[src/rtl/axi_lite_master_port.sv]
// Single-outstanding AXI4-Lite initiator: command/response handshake in, one AXI-Lite
// read or write out, plus per-transaction latency and a saturating error-response count.
module axi_lite_master_port #(
   parameter int ADDR_W = 32,
   parameter int LAT_W  = 16,
   parameter int ERR_W  = 16
) (
   input  logic              pl_clk,
   input  logic              pl_rst,
   input  logic              cmd_valid,
   output logic              cmd_ready,
   input  logic              cmd_write,
   input  logic [ADDR_W-1:0] cmd_addr,
   input  logic [31:0]       cmd_wdata,
   input  logic [3:0]        cmd_wstrb,
   output logic              rsp_valid,
   input  logic              rsp_ready,
   output logic              rsp_write,
   output logic [31:0]       rsp_rdata,
   output logic [1:0]        rsp_resp,
   output logic [LAT_W-1:0]  rsp_latency,
   output logic [ERR_W-1:0]  err_count,
   output logic [ADDR_W-1:0] m_axi_awaddr,
   output logic              m_axi_awvalid,
   input  logic              m_axi_awready,
   output logic [31:0]       m_axi_wdata,
   output logic [3:0]        m_axi_wstrb,
   output logic              m_axi_wvalid,
   input  logic              m_axi_wready,
   input  logic [1:0]        m_axi_bresp,
   input  logic              m_axi_bvalid,
   output logic              m_axi_bready,
   output logic [ADDR_W-1:0] m_axi_araddr,
   output logic              m_axi_arvalid,
   input  logic              m_axi_arready,
   input  logic [31:0]       m_axi_rdata,
   input  logic [1:0]        m_axi_rresp,
   input  logic              m_axi_rvalid,
   output logic              m_axi_rready
);

   typedef enum logic [2:0] {S_IDLE, S_WR, S_WR_RESP, S_RD, S_RD_DATA, S_RSP} state_t;

   state_t state, state_nxt;

   logic [LAT_W-1:0]  lat_cnt, lat_cnt_d, lat_inc, rsp_latency_d;
   logic [ERR_W-1:0]  err_inc, err_count_d;
   logic [ADDR_W-1:0] awaddr_d, araddr_d;
   logic [31:0]       wdata_d, rsp_rdata_d;
   logic [3:0]        wstrb_d;
   logic [1:0]        rsp_resp_d;
   logic cmd_ready_d, rsp_valid_d, rsp_write_d;
   logic awvalid_d, wvalid_d, bready_d, arvalid_d, rready_d;
   logic accept, aw_ok, w_ok, b_hs, ar_hs, r_hs;

   // A channel is "ok" once its valid has been retired, so AW and W may finish in any order.
   assign accept  = cmd_valid & cmd_ready;
   assign aw_ok   = ~m_axi_awvalid | m_axi_awready;
   assign w_ok    = ~m_axi_wvalid  | m_axi_wready;
   assign b_hs    = m_axi_bvalid  & m_axi_bready;
   assign ar_hs   = m_axi_arvalid & m_axi_arready;
   assign r_hs    = m_axi_rvalid  & m_axi_rready;
   assign lat_inc = (&lat_cnt)   ? lat_cnt   : lat_cnt + LAT_W'(1);
   assign err_inc = (&err_count) ? err_count : err_count + ERR_W'(1);

   always_ff @(posedge pl_clk) begin
      if (pl_rst) begin
         state         <= S_IDLE;
         cmd_ready     <= 1'b1;
         rsp_valid     <= 1'b0;
         rsp_write     <= 1'b0;
         rsp_rdata     <= '0;
         rsp_resp      <= '0;
         rsp_latency   <= '0;
         err_count     <= '0;
         lat_cnt       <= '0;
         m_axi_awaddr  <= '0;
         m_axi_awvalid <= 1'b0;
         m_axi_wdata   <= '0;
         m_axi_wstrb   <= '0;
         m_axi_wvalid  <= 1'b0;
         m_axi_bready  <= 1'b0;
         m_axi_araddr  <= '0;
         m_axi_arvalid <= 1'b0;
         m_axi_rready  <= 1'b0;
      end else begin
         state         <= state_nxt;
         cmd_ready     <= cmd_ready_d;
         rsp_valid     <= rsp_valid_d;
         rsp_write     <= rsp_write_d;
         rsp_rdata     <= rsp_rdata_d;
         rsp_resp      <= rsp_resp_d;
         rsp_latency   <= rsp_latency_d;
         err_count     <= err_count_d;
         lat_cnt       <= lat_cnt_d;
         m_axi_awaddr  <= awaddr_d;
         m_axi_awvalid <= awvalid_d;
         m_axi_wdata   <= wdata_d;
         m_axi_wstrb   <= wstrb_d;
         m_axi_wvalid  <= wvalid_d;
         m_axi_bready  <= bready_d;
         m_axi_araddr  <= araddr_d;
         m_axi_arvalid <= arvalid_d;
         m_axi_rready  <= rready_d;
      end
   end

   always_comb begin
      state_nxt = state;
      case (state)
         S_IDLE:    if (accept) state_nxt = cmd_write ? S_WR : S_RD;
         S_WR:      if (aw_ok && w_ok) state_nxt = S_WR_RESP;
         S_WR_RESP: if (b_hs) state_nxt = S_RSP;
         S_RD:      if (ar_hs) state_nxt = S_RD_DATA;
         S_RD_DATA: if (r_hs) state_nxt = S_RSP;
         S_RSP:     if (rsp_valid && rsp_ready) state_nxt = S_IDLE;
         default:   state_nxt = S_IDLE;
      endcase
   end

   // Next values of every registered output; nothing here reaches a port combinationally.
   always_comb begin
      cmd_ready_d   = cmd_ready;
      rsp_valid_d   = rsp_valid;
      rsp_write_d   = rsp_write;
      rsp_rdata_d   = rsp_rdata;
      rsp_resp_d    = rsp_resp;
      rsp_latency_d = rsp_latency;
      err_count_d   = err_count;
      awaddr_d      = m_axi_awaddr;
      awvalid_d     = m_axi_awvalid;
      wdata_d       = m_axi_wdata;
      wstrb_d       = m_axi_wstrb;
      wvalid_d      = m_axi_wvalid;
      bready_d      = m_axi_bready;
      araddr_d      = m_axi_araddr;
      arvalid_d     = m_axi_arvalid;
      rready_d      = m_axi_rready;
      lat_cnt_d     = (state == S_IDLE) ? lat_cnt : lat_inc;
      case (state)
         S_IDLE: if (accept) begin
            cmd_ready_d = 1'b0;
            lat_cnt_d   = '0;
            awaddr_d    = cmd_addr & ~ADDR_W'(3);
            araddr_d    = cmd_addr & ~ADDR_W'(3);
            wdata_d     = cmd_wdata;
            wstrb_d     = cmd_wstrb;
            rsp_write_d = cmd_write;
            awvalid_d   = cmd_write;
            wvalid_d    = cmd_write;
            arvalid_d   = ~cmd_write;
         end
         S_WR: begin
            awvalid_d = m_axi_awvalid & ~m_axi_awready;
            wvalid_d  = m_axi_wvalid  & ~m_axi_wready;
            if (aw_ok && w_ok) bready_d = 1'b1;
         end
         S_WR_RESP: if (b_hs) begin
            bready_d      = 1'b0;
            rsp_valid_d   = 1'b1;
            rsp_rdata_d   = '0;
            rsp_resp_d    = m_axi_bresp;
            rsp_latency_d = lat_inc;
            if (m_axi_bresp != 2'b00) err_count_d = err_inc;
         end
         S_RD: if (ar_hs) begin
            arvalid_d = 1'b0;
            rready_d  = 1'b1;
         end
         S_RD_DATA: if (r_hs) begin
            rready_d      = 1'b0;
            rsp_valid_d   = 1'b1;
            rsp_rdata_d   = m_axi_rdata;
            rsp_resp_d    = m_axi_rresp;
            rsp_latency_d = lat_inc;
            if (m_axi_rresp != 2'b00) err_count_d = err_inc;
         end
         S_RSP: if (rsp_ready) begin
            rsp_valid_d = 1'b0;
            cmd_ready_d = 1'b1;
         end
         default: ;
      endcase
   end

endmodule

[config.mk]
export PLATFORM = sky130hd
export DESIGN_NAME = axi_lite_master_port
export DESIGN_NICKNAME = d
export VERILOG_FILES = /design/src/rtl/axi_lite_master_port.sv
export SDC_FILE = /design/constraint.sdc
export NUM_CORES = 1
export LEC_CHECK = 0
export CORE_UTILIZATION = 42
export CTS_BUF_LIST = sky130_fd_sc_hd__clkbuf_4
export DETAILED_ROUTE_END_ITERATION = 8
export GPL_TIMING_DRIVEN = 0
export HOLD_SLACK_MARGIN = 0.12
export PLACE_DENSITY = 0.92
export SLEW_MARGIN = 30
export SYNTH_ARGS = -nofsm -noshare
export SYNTH_HDL_FRONTEND = slang
export SYNTH_SLANG_ARGS = --single-unit
[constraint.sdc]
create_clock -name pl_clk -period 2.8 [get_ports pl_clk]
set_input_delay 0.84 -clock pl_clk [delete_from_list [all_inputs] [get_ports pl_clk]]
set_output_delay 0.84 -clock pl_clk [all_outputs]
set_load 0.02 [all_outputs]
After elaboration in Yosys (flattened, before gate mapping)
Cells that the tools add are included.

storage, ports and cells
  register bits = 159
  bits of input ports = 114

cells by class
  add/sub/neg operators = 2
  equal/unequal tests = 14
  multiplexer cells = 46
  bitwise gates (word level) = 13
  reductions and logical operators = 24

operators with widths
  cell                                                  count
  two-way mux 16 bit                                    11
  two-way mux 32 bit                                    2
  one-hot mux 16 bit (2 select lines)                   2
  one-hot mux 32 bit (2 select lines)                   1
  adder 16 x 1 -> 16 bit (second input constant)        2
  AND reduction 16 bit                                  2
  two-way mux 3 bit                                     6
  != test 2 bit (second input constant)                 9
  one-hot mux 3 bit (6 select lines)                    1
  nonzero test 2 bit                                    8
  AND reduction 3 bit                                   5
  two-way mux 1 bit                                     12
  one-hot mux 1 bit (2 select lines)                    6
  bitwise AND 1 bit                                     6
  equality test 3 x 2 -> 1 bit (second input constant)  2
  equality test 3 bit (second input constant)           2
  two-way mux 2 bit                                     3
  AND reduction 6 bit                                   1
  inverter 1 bit                                        5
  AND reduction 5 bit                                   1
  one-hot mux 2 bit (2 select lines)                    1
  AND reduction 2 bit                                   2
  AND reduction 4 bit                                   1
  equality test 3 x 1 -> 1 bit (second input constant)  1
  other kinds (5)                                       7

Longest topological paths before layout
  depth after elaboration = 5
  gate-level depth with buffers = 8

Worst setup path before layout
OpenSTA, ideal clock, no wires.

  path type = in2reg
  from = in m_axi_bvalid
  to = reg err_count[12]
  arrival time = 2.265 ns
  data required time = 2.730 ns
  slack = 0.464 ns
  stages on the path = 6
  buffers on the path = 1
  cell sequence = nand4b_1 a21o_1 buf_2 or3b_4 or4_1 a21oi_1

between the ends
  word-level cells in the longest chain between the ends = 3

ends and longest elaborated chain
  what                                  RTL line  RTL
  start, declared                       31        input logic m_axi_bvalid,
  bitwise AND 1 bit                     60        assign b_hs = m_axi_bvalid & m_axi_bready;
  != test 2 bit (no source line)        n/a
  AND reduction 5 bit (no source line)  n/a
  end signal, assigned                  94        err_count <= err_count_d;
  end, declared                         22        output logic [ERR_W-1:0] err_count,

Every way passes these cells.
A chain may end at the register's enable or synchronous reset.

Final worst setup path
  from = reg err_count[2]
  to = out err_count[2]

No word-level cell between the ends.

==> metrics.txt <==
buffers from clock root to sink, at most 2; arrival time reported for the critical path endpoint 1.79 ns; Static Leakage ~3.4 nW; DP Wirelength 16400 um; highest metal used met4; proportion of register bits with asynchronous set or reset after synthesis 0; clock tree from TritonCTS yes; core utilization of the finished layout 0.655; unrepaired setup endpoints after global routing false; combinational family with the most area after synthesis simple AND/OR/NAND/NOR gates; insertion delay to the later sink of the worst-skew pair approximately 0.57 ns; initial drt markers 440; category of cells accounting for the largest share of critical-path delay buffers and inverters; CTS H-tree lvls 4; sequential cell area fraction in the yosys report 0.482; DR WL/cell about 16 um; core box area 15300 um^2; first-pass GRT wire length 33900 um; vertical die dimension 127 um; sequence of cells on the critical path clkdlybuf4s50_1; post-synthesis share of cell area spent on xor and xnor gates 0.0133; mux contribution to synthesized area 0.00455; pin count of the biggest net entering global routing 17; synthesis-stage register bit count 159; Crit. End Element primary output; Port-buffer cells 280; pwr/cell area 672 nW/um^2; wire length on met1 8670 um; Avg Synthesized Cell Area 8.07 um^2; number of cells produced by synthesis 818; maximum vdd drop 377 uV; first-pass iteration count of the detailed router 5; final-report setup violation count 0; Setup WS pre-CTS -0.272 ns; adder-cell share of the synthesized area 0.00379; Max Clock Freq 0.380 GHz; largest fanout of any net on the critical path 9; post-detailed-route via-to-cell ratio 5.20; share of final-layout standard cells stronger than drive strength 1 0.0705; number of sinks driven by the clock tree 159; worst slew pin tran 0.700 ns; period utilization 0.940; initial cell density of the core 0.432; prevailing post-synth register cell sky130_fd_sc_hd__dfxtp_1; number of warnings reported in the yosys synthesis log 0; area share of and/or/nand/nor cells after synthesis 0.225; routed wire length 21800 um; complex-gate fraction of the synthesized area 0.192; Worst path max stage delay 0.68 ns; startpoint types flop; antenna violations before repair 1; antenna violation net count after detailed routing 0; cts bufs inserted 17; number of unique standard cell types used by synthesis 48; number of failing hold endpoints at the final stage 0; I/O pin total 288; worst slew margin relative to its limit 0.530; max-slew violations 0; setup skew after layout 0.0178 ns; setup ws final 0.168 ns; EDFF count, synth 0; overall fraction of global-route tracks in use 0.269; type of the worst setup path reg -> out; met2 wire length 10900 um; gp weighted congestion 0.930; # DRC 0; clock tree root driver cell sky130_fd_sc_hd__clkbuf_4; routed length on met3 roughly 1500 um; run status finished, final reports clean; count of maximum capacitance violations 0; number of rows created at floorplan 45; clock transition at the registers of the reported paths 0.13 ns; number of buffers and inverters on the critical path 1; signed area change from the synthesized netlist to the final layout 51.4%; Critical-path top delay cell sky130_fd_sc_hd__clkdlybuf4s50_1; final-stage net count 1238; Die Width between 100 and 150 um; area of the die ~16000 um^2; worst endpoint required time 1.96 ns; vias in the first global route 6587; min Tclk post-route ~2.6 ns; total vias in the final route 6997; worst hold path class reg -> reg; residual overflow from global routing 0; cell area after synthesis 6600 um^2
flip-flops by register name (all words and copies together) (netlist names):
| signal | cells |
|---|---|
| lat_cnt | 16 |
| state | 3 |
| cmd_ready | 1 |
| m_axi_rready | 1 |
| m_axi_awaddr | 30 |
| rsp_resp | 2 |
| m_axi_wdata | 32 |
| rsp_latency | 16 |
| m_axi_wstrb | 4 |
| rsp_rdata | 32 |
| rsp_valid | 1 |
| m_axi_bready | 1 |
| m_axi_wvalid | 1 |
| err_count | 16 |
| rsp_write | 1 |
| m_axi_arvalid | 1 |
| m_axi_awvalid | 1 |
cells in the final DEF, fill, tap and decap left out, drive strengths merged, types with 9 or more instances in the layout:
| cell type | count |
|---|---|
| a22oi | 36 |
| nand3 | 25 |
| nand4 | 9 |
| buf | 44 |
| a31oi | 9 |
| inv | 9 |
| nor2 | 69 |
| o21ai | 30 |
| or3 | 14 |
| a21oi | 108 |
| nand2 | 168 |
| clkdlybuf4s50 | 280 |
| clkbuf | 67 |
| dfxtp | 159 |
kinds of logic (layout without fill, tap and decap cells):
group / Yosys count / count (layout)
simple gates: 330 / 330
compound gates: 214 / 214
flops: 159 / 159
buf+inv: 99 / 412
xor+xnor: 10 / 10
mux: 3 / 3
fa+ha+maj: 2 / 2
other cells: 1 / 5
area by class of cell:
cell class                      count  area [um^2]
Tap cell                          211          264
Clock buffer                       19          143
Clock inverter                     12          145
Fill cell                        1269         5270
Inverter                            9         33.8
Timing Repair Buffer              282         2820
Multi-Input combinational cell    563         2920
Sequential cell                   159         3180
Antenna cell                        1         2.50
Buffer                             90          479
synth_stat cells, types with 6 or more instances:
cell type	instances	area share
sky130_fd_sc_hd__nand2_1	168	0.096
sky130_fd_sc_hd__dfxtp_1	159	0.48
sky130_fd_sc_hd__a21oi_1	108	0.082
sky130_fd_sc_hd__nor2_1	69	0.039
sky130_fd_sc_hd__clkbuf_1	47	0.027
sky130_fd_sc_hd__a22oi_1	36	0.041
sky130_fd_sc_hd__buf_4	35	0.040
sky130_fd_sc_hd__o21ai_0	30	0.023
sky130_fd_sc_hd__nand3_1	25	0.019
sky130_fd_sc_hd__or3_1	14	0.013
sky130_fd_sc_hd__a31oi_1	9	0.0085
sky130_fd_sc_hd__inv_1	9	0.0051
sky130_fd_sc_hd__nand4_1	9	0.0085
sky130_fd_sc_hd__a211oi_1	8	0.0091
sky130_fd_sc_hd__nor3_1	8	0.0061
sky130_fd_sc_hd__xnor2_1	8	0.011
sky130_fd_sc_hd__a311oi_1	7	0.0093
sky130_fd_sc_hd__buf_2	7	0.0053
sky130_fd_sc_hd__and4_1	6	0.0080
sky130_fd_sc_hd__nand2b_1	6	0.0057
tightest hold or removal path: stages (launching register included):
cell and delay (ns):
sky130_fd_sc_hd__dfxtp_1 0.33, sky130_fd_sc_hd__nand2_1 0.05, sky130_fd_sc_hd__a21oi_1 0.05
per-layer routing:
layer / global-route usage / vias to the layer above
met5: 0 / -
met4: 0.121 / 0
met3: 0.0687 / 59
met2: 0.460 / 267
met1: 0.316 / 3247
li1: - / 3424
repair_timing:
action	4_1_cts	5_1_grt
hold buffers	0	0
setup buffers	0	2
resized for setup	0	0
setup endpoints to repair	0	3
report_power, final:
group | switching, mW | internal, mW | total (mW) | leakage, nW
logic | 1.44 | 1.13 | 2.57 | 2.00
registers | 0.201 | 2.52 | 2.72 | 1.29
clock network | 0.806 | 0.624 | 1.43 | 0.152
total | 2.44 | 4.27 | 6.72 | 3.44
worst paths after layout:
path | start | to | slack [ns] | depth (start not counted)
worst max-delay path | err_count[2]$_SDFFE_PP0P_ | err_count[2] | 0.17 | 1
worst max register to register | state[1]$_SDFFE_PP0P_ | m_axi_awaddr[29]$_SDFFE_PP0P_ | 0.26 | 7
worst min-delay path | m_axi_wdata[9]$_SDFFE_PP0P_ | m_axi_wdata[9]$_SDFFE_PP0P_ | 0.46 | 2
worst min register to register | m_axi_wdata[9]$_SDFFE_PP0P_ | m_axi_wdata[9]$_SDFFE_PP0P_ | 0.46 | 2
stage by stage:
stage,hold slack [ns],instance area [um^2],power [mW],TNS [ns],std cells
floorplan,0.483,6610,4.19,0,821
global placement,0.441,9680,5.27,-2.79,1312
detailed placement,0.446,9680,5.32,-3.34,1312
CTS,0.463,9960,6.73,0,1343
global route,0.486,9990,7.09,0,1346
finish,0.463,9990,6.72,0,1346
No activity file was read; power rests on OpenSTA's default activity.
